### src/rtl/spi_ram_ctrl.sv
// -----------------------------------------------------------------------------
// spi_ram_ctrl
// Command-decoded single-port RAM that sits between an SPI slave's receive
// shift logic and its transmit path. Each accepted rx word is {cmd, payload}:
//   00 set write address   01 write data (at wr_add)
//   10 set read address    11 read data  (from rd_add, returned on dout)
// Address pointers optionally auto-increment, wrapping at MEM_DEPTH. Any
// write or read that uses an address outside the memory raises a one-cycle
// err pulse; such writes are dropped and such reads return zero.
//
// Ports
//   clk       rising-edge clock
//   rst_n     asynchronous active-low reset
//   din       rx word, din[DATA_W+1:DATA_W] = cmd, din[DATA_W-1:0] = payload
//   rx_valid  din valid this cycle
//   rx_ready  block accepts din this cycle (high only when idle)
//   dout      read data, stable while tx_valid is high, held afterwards
//   tx_valid  dout valid, held until taken
//   tx_ready  consumer takes dout when tx_valid & tx_ready
//   err       one-cycle pulse for an out-of-range write or read
// -----------------------------------------------------------------------------
module spi_ram_ctrl #(
    parameter int DATA_W    = 8,
    parameter int ADDR_W    = 8,
    parameter int MEM_DEPTH = 256,
    parameter int AUTO_INC  = 1
) (
    input  logic              clk,
    input  logic              rst_n,
    input  logic [DATA_W+1:0] din,
    input  logic              rx_valid,
    output logic              rx_ready,
    output logic [DATA_W-1:0] dout,
    output logic              tx_valid,
    input  logic              tx_ready,
    output logic              err
);

    localparam int IDX_W = (MEM_DEPTH > 1) ? $clog2(MEM_DEPTH) : 1;
    // Depth and last index expressed at pointer width for range compares.
    localparam logic [ADDR_W:0]   DEPTH_L = (ADDR_W + 1)'(MEM_DEPTH);
    localparam logic [ADDR_W-1:0] LAST_L  = ADDR_W'(MEM_DEPTH - 1);

    localparam logic [1:0] CMD_WR_ADDR = 2'b00;
    localparam logic [1:0] CMD_WR_DATA = 2'b01;
    localparam logic [1:0] CMD_RD_ADDR = 2'b10;
    localparam logic [1:0] CMD_RD_DATA = 2'b11;

    typedef enum logic [1:0] {
        ST_IDLE   = 2'd0,
        ST_RD_MEM = 2'd1,
        ST_RD_OUT = 2'd2
    } state_t;

    state_t              state_r;
    state_t              state_nxt_s;
    logic [ADDR_W-1:0]   wr_add_r;
    logic [ADDR_W-1:0]   rd_add_r;
    logic [DATA_W-1:0]   dout_r;
    logic                tx_valid_r;
    logic                err_r;
    logic [DATA_W-1:0]   mem_r [MEM_DEPTH];

    logic [1:0]          cmd_s;
    logic [DATA_W-1:0]   payload_s;
    logic [ADDR_W-1:0]   addr_s;
    logic                accept_s;
    logic                wr_in_range_s;
    logic                rd_in_range_s;
    logic [IDX_W-1:0]    wr_idx_s;
    logic [IDX_W-1:0]    rd_idx_s;

    // Pointer advance, wrapping at the memory depth rather than 2**ADDR_W.
    function automatic logic [ADDR_W-1:0] next_addr(input logic [ADDR_W-1:0] a);
        logic [ADDR_W-1:0] n;
        if (a >= LAST_L) begin
            n = '0;
        end else begin
            n = a + ADDR_W'(1);
        end
        return n;
    endfunction

    assign cmd_s         = din[DATA_W+1:DATA_W];
    assign payload_s     = din[DATA_W-1:0];
    assign addr_s        = payload_s[ADDR_W-1:0];
    // rx_ready depends on state only so the upstream can never create a
    // combinational loop through rx_valid.
    assign rx_ready      = (state_r == ST_IDLE);
    assign accept_s      = rx_valid & rx_ready;
    assign wr_in_range_s = ({1'b0, wr_add_r} < DEPTH_L);
    assign rd_in_range_s = ({1'b0, rd_add_r} < DEPTH_L);
    // Only meaningful when the pointer is in range; the slice then holds the
    // full address because MEM_DEPTH <= 2**ADDR_W.
    assign wr_idx_s      = wr_add_r[IDX_W-1:0];
    assign rd_idx_s      = rd_add_r[IDX_W-1:0];

    assign dout          = dout_r;
    assign tx_valid      = tx_valid_r;
    assign err           = err_r;

    // Next-state decode for the read sequence.
    always_comb begin
        state_nxt_s = state_r;
        case (state_r)
            ST_IDLE: begin
                if (accept_s && (cmd_s == CMD_RD_DATA)) begin
                    state_nxt_s = ST_RD_MEM;
                end else begin
                    state_nxt_s = ST_IDLE;
                end
            end
            ST_RD_MEM: begin
                state_nxt_s = ST_RD_OUT;
            end
            ST_RD_OUT: begin
                if (tx_ready) begin
                    state_nxt_s = ST_IDLE;
                end else begin
                    state_nxt_s = ST_RD_OUT;
                end
            end
            default: begin
                state_nxt_s = ST_IDLE;
            end
        endcase
    end

    // State register and registered tx_valid.
    always_ff @(posedge clk or negedge rst_n) begin
        if (!rst_n) begin
            state_r    <= ST_IDLE;
            tx_valid_r <= 1'b0;
        end else begin
            state_r    <= state_nxt_s;
            tx_valid_r <= (state_nxt_s == ST_RD_OUT);
        end
    end

    // Address pointers: loaded by address commands, advanced after data access.
    always_ff @(posedge clk or negedge rst_n) begin
        if (!rst_n) begin
            wr_add_r <= '0;
            rd_add_r <= '0;
        end else begin
            if (accept_s) begin
                case (cmd_s)
                    CMD_WR_ADDR: wr_add_r <= addr_s;
                    CMD_WR_DATA: begin
                        if (AUTO_INC != 0) begin
                            wr_add_r <= next_addr(wr_add_r);
                        end
                    end
                    CMD_RD_ADDR: rd_add_r <= addr_s;
                    default: begin
                        // read data: pointer advances in the RD_MEM cycle
                    end
                endcase
            end
            if ((state_r == ST_RD_MEM) && (AUTO_INC != 0)) begin
                rd_add_r <= next_addr(rd_add_r);
            end
        end
    end

    // Read data capture; dout only changes in the RD_MEM cycle.
    always_ff @(posedge clk or negedge rst_n) begin
        if (!rst_n) begin
            dout_r <= '0;
        end else if (state_r == ST_RD_MEM) begin
            dout_r <= rd_in_range_s ? mem_r[rd_idx_s] : '0;
        end
    end

    // Error pulse: raised the cycle after an offending command is accepted
    // (for reads that is the RD_MEM cycle).
    always_ff @(posedge clk or negedge rst_n) begin
        if (!rst_n) begin
            err_r <= 1'b0;
        end else begin
            err_r <= accept_s &
                     (((cmd_s == CMD_WR_DATA) & ~wr_in_range_s) |
                      ((cmd_s == CMD_RD_DATA) & ~rd_in_range_s));
        end
    end

    // Memory array; contents are intentionally not reset.
    always_ff @(posedge clk) begin
        if (accept_s && (cmd_s == CMD_WR_DATA) && wr_in_range_s) begin
            mem_r[wr_idx_s] <= payload_s;
        end
    end

endmodule

### config.mk
export PLATFORM = sky130hd
export DESIGN_NAME = spi_ram_ctrl
export DESIGN_NICKNAME = d
export VERILOG_FILES = /design/src/rtl/spi_ram_ctrl.sv
export SDC_FILE = /design/constraint.sdc
export NUM_CORES = 2
export LEC_CHECK = 0
export BUFFER_PORTS_ARGS = -buffer_cell sky130_fd_sc_hd__buf_2
export CORE_ASPECT_RATIO = 1.1
export CORE_MARGIN = 1
export CORE_UTILIZATION = 30
export DETAILED_ROUTE_END_ITERATION = 6
export PLACE_DENSITY = 0.46
export SYNTH_ARGS = -nofsm -noshare
export SYNTH_HDL_FRONTEND = slang
export SYNTH_SLANG_ARGS = --single-unit
### constraint.sdc
create_clock -name clk -period 3.1 [get_ports clk]
set_clock_uncertainty 0.15 [all_clocks]
set_input_delay 0.465 -clock clk [delete_from_list [all_inputs] [get_ports clk]]
set_output_delay 0.465 -clock clk [all_outputs]
set_load 0.02 [all_outputs]
# Yosys cells after proc, flatten, opt, wreduce, memory -nomap -nowiden
# Memories as Yosys holds them, arrays and structs flattened. A register that Yosys moved wholly into a read port is not among the register bits.
# Index checks and enable logic that the tools add are counted.
[totals] ramBits=2048 inputBits=14 n_memories=1 out_inout_bits=11 reg_bits=19
[mem_list] name="mem_r" depth=256 width=8 rd=1 rd_ports_with_merged_regs=1 write_ports=1 line_no="62" rtl="logic [DATA_W-1:0] mem_r [MEM_DEPTH];"
[op_classes] mux=11 n_addsub=2 magnitude_cmp=2 bitwise=1 n_reduce_logical=10 n_eq_ne=6
[op_table] op="$mux 8" count=5
[op_table] op="$add 8x1->8 const B" count=2
[op_table] op="$ge 8x8->1 const B" count=2
[op_table] op="$pmux 8 s2" count=1
[op_table] op="$eq 2x2->1 const B" count=4
[op_table] op="$pmux 2 s3" count=1
[op_table] op="$reduce_bool 2->1" count=3
[op_table] op="$eq 2x1->1 const B" count=2
[op_table] op="$logic_not 2->1" count=2
[op_table] op="$reduce_and 2->1" count=2
[op_table] op="$mux 1" count=3
[op_table] op="$logic_and 1x1->1" count=2
[op_table] op="$mux 2" count=1
[op_table] op="$and 1x1->1" count=1
[op_table] op="$logic_not 1->1" count=1

# Longest topological paths before layout
[logic_depth] depth_word=6 ltp_mapped=12 ltp_nobuf=6

# Worst setup path before layout
# OpenSTA, ideal clock, no wires.
[synth_timing] path_kind="register to register" start="register state_r[0]" end="memory mem_r[113][0], enable pin" required_ns=2.580 period_less_slack_ns=2.934 arrival_time_ns=2.414 stages_incl_launch_ff=8 setup_slack_ns=0.166 cell_sequence="dfrtp_1 -> nor2_1 -> nand2_1 -> or2_2 -> nor2_1 -> nand4_1 -> clkbuf_1 -> nor2_1"
[synth_via] elab_chain_cells=5
[synth_lines] element="from (decl)" line_no="55" rtl="state_t state_r;"
[synth_lines] element="from (signal assigned)" line_no="135" rtl="state_r <= state_nxt_s;"
[synth_lines] element="$logic_not 2->1" line_no="89" rtl="assign rx_ready = (state_r == ST_IDLE);"
[synth_lines] element="net rx_ready" line_no="32" rtl="output logic rx_ready,"
[synth_lines] element="$and 1x1->1" line_no="90" rtl="assign accept_s = rx_valid & rx_ready;"
[synth_lines] element="$logic_and 1x1->1" line_no="189" rtl="if (accept_s && (cmd_s == CMD_WR_DATA) && wr_in_range_s) begin"
[synth_lines] element="$mux 1" line_no="189"
[synth_lines] element="$mux 1 (not written as such)" line_no="190" rtl="mem_r[wr_idx_s] <= payload_s;"
[synth_lines] element="to (decl)" line_no="62"
# The timed path passes the listed nets, and every way through them passes these cells.

==> flow_summary.json <==
{
  "rsz0062_at_grt": "yes",
  "cts.sinks": 2075,
  "ir_worst_vdd_v": 0.000557,
  "p_leak_nw": 31.7,
  "placed_cells": 8043,
  "clk_pin_slew_ns": 0.07,
  "ys.flop_type": "edfxtp_1",
  "route.antenna.remaining_nets": 0,
  "cp.required_ns": 3.75,
  "io_pins": 25,
  "num_vias": 42100,
  "syn_area_mm2": 0.0810,
  "cts_buffers": 216,
  "worstSetupPathType": "register to register",
  "totalWireLength_mm": 229,
  "finalCritPeriodShare": 0.994,
  "core_mm2": 0.268,
  "synth_area_leaders": "edfxtp_1 (76%), mux4_2 (10%), mux2i_1 (3.5%)",
  "fin_hold_ws_ns": 0.127,
  "syn_area_per_cell_um2": 19.9,
  "final_nets": 4792,
  "crit_path_end_kind": "register",
  "root_buffer": "clkbuf_16",
  "grt_overflow": 0,
  "finalCriticalPeriod_ns": 3.08,
  "hold_violations": 0,
  "htree_levels": 4,
  "grt_pass1_wl_mm": 327,
  "initial_core_util": 0.302,
  "syn_inst": 4059,
  "synthDistinctLibCells": 64,
  "maxSlewHeadroom": 0.322,
  "synth_top_area_share": 0.759,
  "arrival_ns": 3.73,
  "cp_max_fo": 16,
  "synth-edff-count": 2048,
  "io_buffers": 23,
  "timing.fmax_mhz": 324,
  "gp_congestion": 0.838,
  "power_density_mw_per_mm2": 739,
  "syn2layout_area_growth_pct": 21.1,
  "worst_slew_pin_slew_ns": 1.02,
  "start_kind": "register",
  "seq_area_frac_synth": 0.768,
  "drt-vias-per-instance": 4.97,
  "drc_errors": 2,
  "die_y_um": 547,
  "grt_max_degree": 101,
  "track_usage": 0.167,
  "finalSetupViolCount": 0,
  "final_cells": 8478,
  "avgRoutedWirePerCell_um": 27.0,
  "drt_iter0_markers": 3627,
  "fp.dieW_um": 497,
  "violations": "design-rule violations",
  "clk_latency_ns": 0.86,
  "drive_above_1_share": 0.302,
  "dp_hpwl_mm": 149,
  "final_util": 0.366,
  "ys_ff_latch": 2075,
  "yosysWarnings": 0,
  "synth-async-reset-ratio": 0.0130,
  "num_rows": 199,
  "antenna_found_initial": 11,
  "cts_buffer_depth": 3,
  "min_path_type": "input port to asynchronous set/reset pin",
  "first_pass_iters": 7,
  "yosysTopAreaCell": "edfxtp_1",
  "synth_nets": 4078,
  "status": "finished with violations",
  "dieArea_mm2": 0.272,
  "drv_slew": 0,
  "tritoncts": "built",
  "cap_violations": 0,
  "grt_pass1_vias": 43700
}
==> cells by family (layout without fill, tap and decap cells) <==
family	Yosys count	count (layout)	synth area share
AO/OA/AOI/OAI	449	449	0.0394
adder cells (fa/ha/maj)	5	5	0.000773
buffers and inverters	256	1156	0.0188
flip-flops	2075	2075	0.768
multiplexers	671	671	0.141
other	1	3	0.0000463
AND/OR/NAND/NOR	602	602	0.0322
==> layer usage <==
layer  wire, µm  vias up  track usage
met5         12        -            0
li1           -    18200            -
met2     115000     1016        0.284
met3       9870      257       0.0213
met1      99800    22600        0.224
met4       4670        2       0.0418
==> final timing paths <==
path	startpoint	endpoint	slack [ns]	depth (start not counted)
max	rd_add_r[2]	dout[3]	0.02	8
min	rst_n	tx_valid	0.13	2
max reg2reg	rd_add_r[2]	dout[3]	0.02	8
min reg2reg	state_r[1]	state_r[1]	0.48	2
max in group asynchronous	rst_n	rd_add_r[1]	1.89	2
min in group clk	tx_ready	state_r[1]	0.36	3
==> power breakdown <==
| group | switching (mW) | internal (mW) |
|---|---|---|
| Sequential | 0.294 | 31.0 |
| Combinational | 8.91 | 7.11 |
| Clock | 11.0 | 14.2 |
==> cell usage after synthesis (all sizes together), types with 23 or more instances <==
cell type / count
mux2i: 281
nand2: 130
a22oi: 82
o221ai: 65
dfrtp: 27
edfxtp: 2048
buf: 143
nand3: 59
o22ai: 85
a21oi: 54
nor3: 23
clkbuf: 101
o21ai: 47
mux4: 374
nor2: 308
==> cell usage in the layout (no fill, tap or decap), types with 10 or more instances in the layout <==
| master | netlist | layout |
|---|---|---|
| nor3_1 | 22 | 21 |
| mux2i_1 | 281 | 281 |
| buf_12 | 3 | 65 |
| buf_16 | 0 | 13 |
| dlygate4sd3_1 | 0 | 16 |
| buf_2 | 59 | 15 |
| buf_8 | 5 | 10 |
| nor2_1 | 308 | 307 |
| edfxtp_1 | 2048 | 2048 |
| nand2_1 | 130 | 126 |
| clkinv_2 | 0 | 39 |
| a22oi_1 | 82 | 69 |
| a31oi_1 | 17 | 16 |
| nand3_2 | 1 | 14 |
| buf_4 | 37 | 607 |
| a21oi_1 | 54 | 54 |
| o22ai_1 | 85 | 80 |
| o21ai_0 | 45 | 44 |
| nand3_1 | 58 | 45 |
| clkinv_1 | 0 | 48 |
| and3_1 | 19 | 18 |
| bufinv_16 | 0 | 14 |
| clkbuf_16 | 0 | 223 |
| inv_1 | 11 | 10 |
| mux4_2 | 374 | 374 |
| clkbuf_1 | 101 | 56 |
| a22oi_2 | 0 | 13 |
| nand4_1 | 22 | 22 |
| o2111ai_1 | 13 | 11 |
| dfrtp_1 | 27 | 23 |
| o221ai_1 | 64 | 58 |
| mux2_2 | 16 | 15 |
==> state kept, by name (all words and copies together) (netlist names) <==
register / count
dout: 8
mem_r: 2048
rd_add_r: 8
state_r: 2
tx_valid: 1
wr_add_r: 8
==> stage by stage <==
step	worst slack, ns	power [mW]	TNS (ns)	cell area, µm²
final	0.0177	72.5	0	98100
after global routing	-0.0167	75.0	-0.0230	98100
after CTS	0.00245	73.0	0	97600
after detailed placement	-0.730	47.5	-1.89	90300
after global placement	-1.29	47.5	-3.28	90300
after floorplan	0.166	40.4	0	81000
==> timing repair <==
item | 4_1_cts | 5_1_grt
setup buffers | 0 | 6
cloned | 2 | 5
hold buffers | 16 | 0
pin swaps | 1 | 6
resized for setup | 39 | 65
endpoints found under the hold margin | 423 | 0
endpoints found under the setup margin | 8 | 9
==> worst max-delay path: stages (launching register included) <==
cell      delay, ns
dfrtp_4        0.59
buf_4          0.28
or2_2          0.32
buf_4          0.21
o221ai_1       0.25
o22ai_1        0.13
nor3_1         0.50
a211o_1        0.33
a41o_1         0.21
==> layout make-up <==
class | instances | area [µm²]
Tap cell | 3517 | 4400
Multi-Input combinational cell | 1728 | 17700
Sequential cell | 2075 | 62200
Antenna cell | 2 | 5.00
Clock buffer | 277 | 5710
Inverter | 12 | 46.3
Clock inverter | 127 | 1180
Timing Repair Buffer | 740 | 6850
Fill cell | 24800 | 170000
No activity file was read; power rests on OpenSTA's default activity.
